## src/rtl/sram_like_responder.sv

```systemverilog
// Slave side of the sram-like req/addr_ok/data_ok protocol in front of a one-cycle synchronous RAM.
// Responses return in acceptance order exactly LATENCY cycles after the address handshake.
module sram_like_responder #(
  parameter int LATENCY         = 2,
  parameter int MAX_OUTSTANDING = 2
) (
  input  logic        clk,
  input  logic        reset,
  input  logic        req,
  input  logic        wr,
  input  logic [1:0]  size,
  input  logic [31:0] addr,
  input  logic [3:0]  wstrb,
  input  logic [31:0] wdata,
  input  logic        stall,
  output logic        addr_ok,
  output logic        data_ok,
  output logic [31:0] rdata,
  output logic        ram_en,
  output logic [3:0]  ram_we,
  output logic [31:0] ram_addr,
  output logic [31:0] ram_wdata,
  input  logic [31:0] ram_rdata
);

  localparam int PW = (MAX_OUTSTANDING > 1) ? $clog2(MAX_OUTSTANDING) : 1;
  localparam int CW = $clog2(MAX_OUTSTANDING + 1);
  localparam int TW = (LATENCY > 1) ? $clog2(LATENCY) : 1;

  logic [MAX_OUTSTANDING-1:0] vld_q, cap_q, wr_q;
  logic [31:0]                dat_q [MAX_OUTSTANDING];
  logic [TW-1:0]              tmr_q [MAX_OUTSTANDING];
  logic [PW-1:0]              head_q, tail_q, pidx_q;
  logic [CW-1:0]              cnt_q, cnt_d;
  logic                       pend_q;
  logic                       hs_s, head_rdy_s, size_unused_s;

  function automatic logic [PW-1:0] next_ptr(input logic [PW-1:0] p);
    return (p == PW'(MAX_OUTSTANDING - 1)) ? '0 : p + PW'(1);
  endfunction

  assign size_unused_s = ^size;

  // addr_ok only looks at the registered count, so a response frees a slot one cycle later.
  assign addr_ok   = ~reset & ~stall & (cnt_q < CW'(MAX_OUTSTANDING));
  assign hs_s      = req & addr_ok;
  assign ram_en    = hs_s;
  assign ram_we    = (hs_s & wr) ? wstrb : 4'h0;
  assign ram_addr  = addr;
  assign ram_wdata = wdata;

  assign head_rdy_s = vld_q[head_q] && (tmr_q[head_q] == TW'(0)) &&
                      ((LATENCY == 1) || cap_q[head_q]);
  assign data_ok    = ~reset & head_rdy_s;

  always_comb begin
    rdata = 32'h0;
    if (data_ok) begin
      if (LATENCY == 1) rdata = wr_q[head_q] ? 32'h0 : ram_rdata;
      else              rdata = dat_q[head_q];
    end else begin
      rdata = 32'h0;
    end
  end

  always_comb begin
    case ({hs_s, data_ok})
      2'b10:   cnt_d = cnt_q + CW'(1);
      2'b01:   cnt_d = cnt_q - CW'(1);
      default: cnt_d = cnt_q;
    endcase
  end

  always_ff @(posedge clk) begin
    if (reset) begin
      vld_q  <= '0;
      cap_q  <= '0;
      wr_q   <= '0;
      head_q <= '0;
      tail_q <= '0;
      pidx_q <= '0;
      cnt_q  <= '0;
      pend_q <= 1'b0;
      for (int i = 0; i < MAX_OUTSTANDING; i++) begin
        dat_q[i] <= 32'h0;
        tmr_q[i] <= '0;
      end
    end else begin
      for (int i = 0; i < MAX_OUTSTANDING; i++) begin
        if (vld_q[i] && (tmr_q[i] != TW'(0))) tmr_q[i] <= tmr_q[i] - TW'(1);
      end
      // RAM data for the entry accepted last cycle arrives now; writes keep their zero.
      if (pend_q) begin
        cap_q[pidx_q] <= 1'b1;
        if (!wr_q[pidx_q]) dat_q[pidx_q] <= ram_rdata;
      end
      if (data_ok) begin
        vld_q[head_q] <= 1'b0;
        head_q        <= next_ptr(head_q);
      end
      if (hs_s) begin
        vld_q[tail_q] <= 1'b1;
        cap_q[tail_q] <= 1'b0;
        wr_q[tail_q]  <= wr;
        dat_q[tail_q] <= 32'h0;
        tmr_q[tail_q] <= TW'(LATENCY - 1);
        tail_q        <= next_ptr(tail_q);
      end
      pend_q <= hs_s;
      pidx_q <= tail_q;
      cnt_q  <= cnt_d;
    end
  end

endmodule

```

## config.mk

```make
export PLATFORM = sky130hd
export DESIGN_NAME = sram_like_responder
export DESIGN_NICKNAME = d
export VERILOG_FILES = /design/src/rtl/sram_like_responder.sv
export SDC_FILE = /design/constraint.sdc
export NUM_CORES = 1
export LEC_CHECK = 0
export CAP_MARGIN = 0
export CORE_MARGIN = 5
export CORE_UTILIZATION = 59
export CTS_BUF_LIST = sky130_fd_sc_hd__clkbuf_8
export DETAILED_ROUTE_END_ITERATION = 10
export DONT_BUFFER_PORTS = 1
export PLACE_DENSITY = 0.78
export SYNTH_ARGS = -nofsm -noshare
export SYNTH_HDL_FRONTEND = slang
export SYNTH_SLANG_ARGS = --single-unit
export TNS_END_PERCENT = 5
```

## constraint.sdc

```tcl
create_clock -name clk -period 2.3 [get_ports clk]
set_input_delay 0.115 -clock clk [delete_from_list [all_inputs] [get_ports clk]]
set_output_delay 0.115 -clock clk [all_outputs]
set_load 0.05 [all_outputs]
```

==> results.md <==
- Count of cell types in the netlist: 33
- CP arrival: 2.03 ns
- Average size of a mapped cell: 8.099 um2
- Area grow syn2layout: 10.03%
- Hold Path Class: input pin to flop
- Wirelength per Cell: 16.52 um
- Residual DRC count: 0
- Post-DP HPWL: 5706 um
- Worst-margin pin slew: 0.5780 ns
- Layout cells sized above 1: 0.1599
- Chip width: 92.26 um
- Fin crit share: 0.9313
- CP max stage delay: 0.34 ns
- Die Area: 8512 um2
- Pre-CTS WS: 0.4262 ns
- Starting density of the core: 0.5976
- Clk buf depth: 2
- Worst setup EP type: output port
- Core Region: 6681 um2
- Setup-failing EPs final: 0
- Later-pin clock latency in the skew report: 0.34 ns
- GR Util All Layers: 0.2187
- Post-synthesis sequential area ratio: 0.3961
- Chain of cells forming the critical path: mux2_4 > a211o_1 > buf_4 > nor2_1 > buf_4
- WL final: 9482 um
- Row cnt: 30
- R2R Setup Slk: 0.42 ns
- Fraction of registers with async set/reset: 0
- Reg clk slew, reported paths: 0.08 ns
- Synth top area cells: dfxtp_1 40%, buf_4 12%, a21oi_1 8.8%
- Routed vias/inst: 5.754
- CTS tree: yes
- Post-synth top area share: 0.3961
- CP Max Fanout: 32
- Biggest area consumer among synthesized cells: dfxtp_1
- Placed Cells: 522
- Final Wtd Congestion: 0.7626
- Post-Syn Instances: 493
- Global-route wire length before repair: 15,110 um
- Layout Nets: 597
- Die H: 92.26 um
- Gr ovfl total: 0
- Slowest cell on the critical path: dfxtp_2
- Vias: 3,303
- Fin crit period: 2.142 ns
- Worst Skew: 0.007232 ns
- PortBufs: 0
- Antenna diodes: 0
- DRT Pass-1 Iters: 5
- Yosys Warn Count: 0
- Post_cts resized: 0
- Largest net degree at the start of global routing: 42
- Critical path's most frequent cell: buf_4
- Mapped Area: 3993 um2
- Startpoint Class: flop
- Synth top cells by count: 79 x dfxtp_1, 71 x nand2_1, 70 x a21oi_1, 67 x nand3_1, 64 x buf_4
- IO Count: 210
- Worst Path Required: 2.18 ns
- Iter 0 DRT Violations: 222
- Total CTS buffers: 9
- Worst VDD drop: 0.3850 mV
- CTS root buf: clkbuf_8
- Peak Freq: 466.8 MHz
- Net count after synthesis: 601
- Slew Limit Fails: 0
- Relative max-transition margin: 0.6147
- P per Cell Area: 605.8 nW/um2
- Setup ws final: 0.1580 ns
- Top-count cell post-synth: dfxtp_1
- Max Cap Viol: 0
- Routed Antenna Nets: 0
- CTS H-tree depth: 3
- Post-CTS setup buffers: 0
- Clock Sinks: 79
- Vias in the first global route: 3,162
- RSZ-0062 raised after global routing: false
- Final hold vios: 0
- Final TNS setup: 0 ns
- Status: finished clean
- P_leak: 0.001543 uW
- Fillers: 565
- Yosys reg bits: 79
- Post-layout util: 0.6575
- Post-synth EDFFs: 0
- Finished Layout Cells: 574
- Setup CP Type: flop to output port
- Synth Flop Type: dfxtp_1
- Initial antenna violation count: 0
[worst max-delay path, delay by kind of cell, from the launching register on]
family | cells | cell delay, ns
flops | 1 | 0.34
simple gates | 1 | 0.19
buf+inv | 2 | 0.49
compound gates | 1 | 0.33
mux | 1 | 0.33
[through the flow]
step	power (uW)	hold WS [ns]	cell area (um2)
floorplan	1882	0.1923	4011
global placement	1606	0.1892	3835
detailed placement	1612	0.1906	3835
CTS	2678	0.08130	4393
global route	2760	0.1075	4393
finish	2661	0.09484	4393
[final cells by class]
cell class / count / area [um2] / share of cell area
multi-input cells: 307 / 1735 / 0.3950
flip-flops and latches: 79 / 1583 / 0.3603
repair buffers: 86 / 748.2 / 0.1703
clock buffers: 10 / 137.6 / 0.03133
well taps: 80 / 100.1 / 0.02279
clock inverters: 6 / 60.06 / 0.01367
inverters: 6 / 28.78 / 0.006551
[flip-flops by register name (all words and copies together) (netlist names), named ones only]
| register | count |
|---|---|
| pend_q | 1 |
| pidx_q | 1 |
| cnt_q | 2 |
| tmr_q | 2 |
| tail_q | 1 |
| vld_q | 2 |
| wr_q | 2 |
| dat_q | 64 |
| head_q | 1 |
| cap_q | 2 |
[timing repair]
action,4_1_cts,5_1_grt
hold endpoints to repair,74,0
endpoints found under the setup margin,0,0
hold buffers,36,0
[routing by layer]
metal / vias to the layer above / GRT usage / routed length [um] / share of wire
met3: 16 / 0.05332 / 768 / 0.081
met1: 1534 / 0.2689 / 3950 / 0.42
met5: - / 0 / 0 / 0
met2: 170 / 0.3759 / 4654 / 0.49
li1: 1583 / - / - / -
met4: 0 / 0.06931 / 108 / 0.011
[power breakdown]
part | internal, uW | switching [uW]
clock network | 525 | 493
logic | 97.0 | 120
registers | 1400 | 24.9
[cell usage in the layout (no fill, tap or decap), types with 2 or more instances in the layout]
cell           count
nand2_1           71
nor4b_4            2
inv_1              3
nor2_1            35
nand3_1           67
mux2i_1           32
clkinv_2           3
clkinvlp_4         3
nor2_8             2
o221a_2            2
o21ai_0            6
dfxtp_1           78
nor3_1             3
a21oi_1           70
and3_1             4
buf_4             49
dlygate4sd3_1     36
clkbuf_8          10
[kinds of logic after synthesis]
| kind of cell | synth area share |
|---|---|
| adder cells (fa/ha/maj) | 0.003133 |
| multiplexers | 0.08399 |
| AND/OR/NAND/NOR | 0.2269 |
| XOR/XNOR | 0.004388 |
| flip-flops | 0.3961 |
| AO/OA/AOI/OAI | 0.1072 |
| buffers and inverters | 0.1783 |
[final timing paths]
| path | from | endpoint | depth (start not counted) |
|---|---|---|---|
| worst max-delay path | flop | rdata[16] | 5 |
| worst min-delay path | stall | tail_q | 3 |
| worst max register to register | flop | cnt_q[1] | 6 |
| worst min register to register | dat_q[1][11] | dat_q[1][11] | 2 |
No activity file was read; power rests on OpenSTA's default activity.
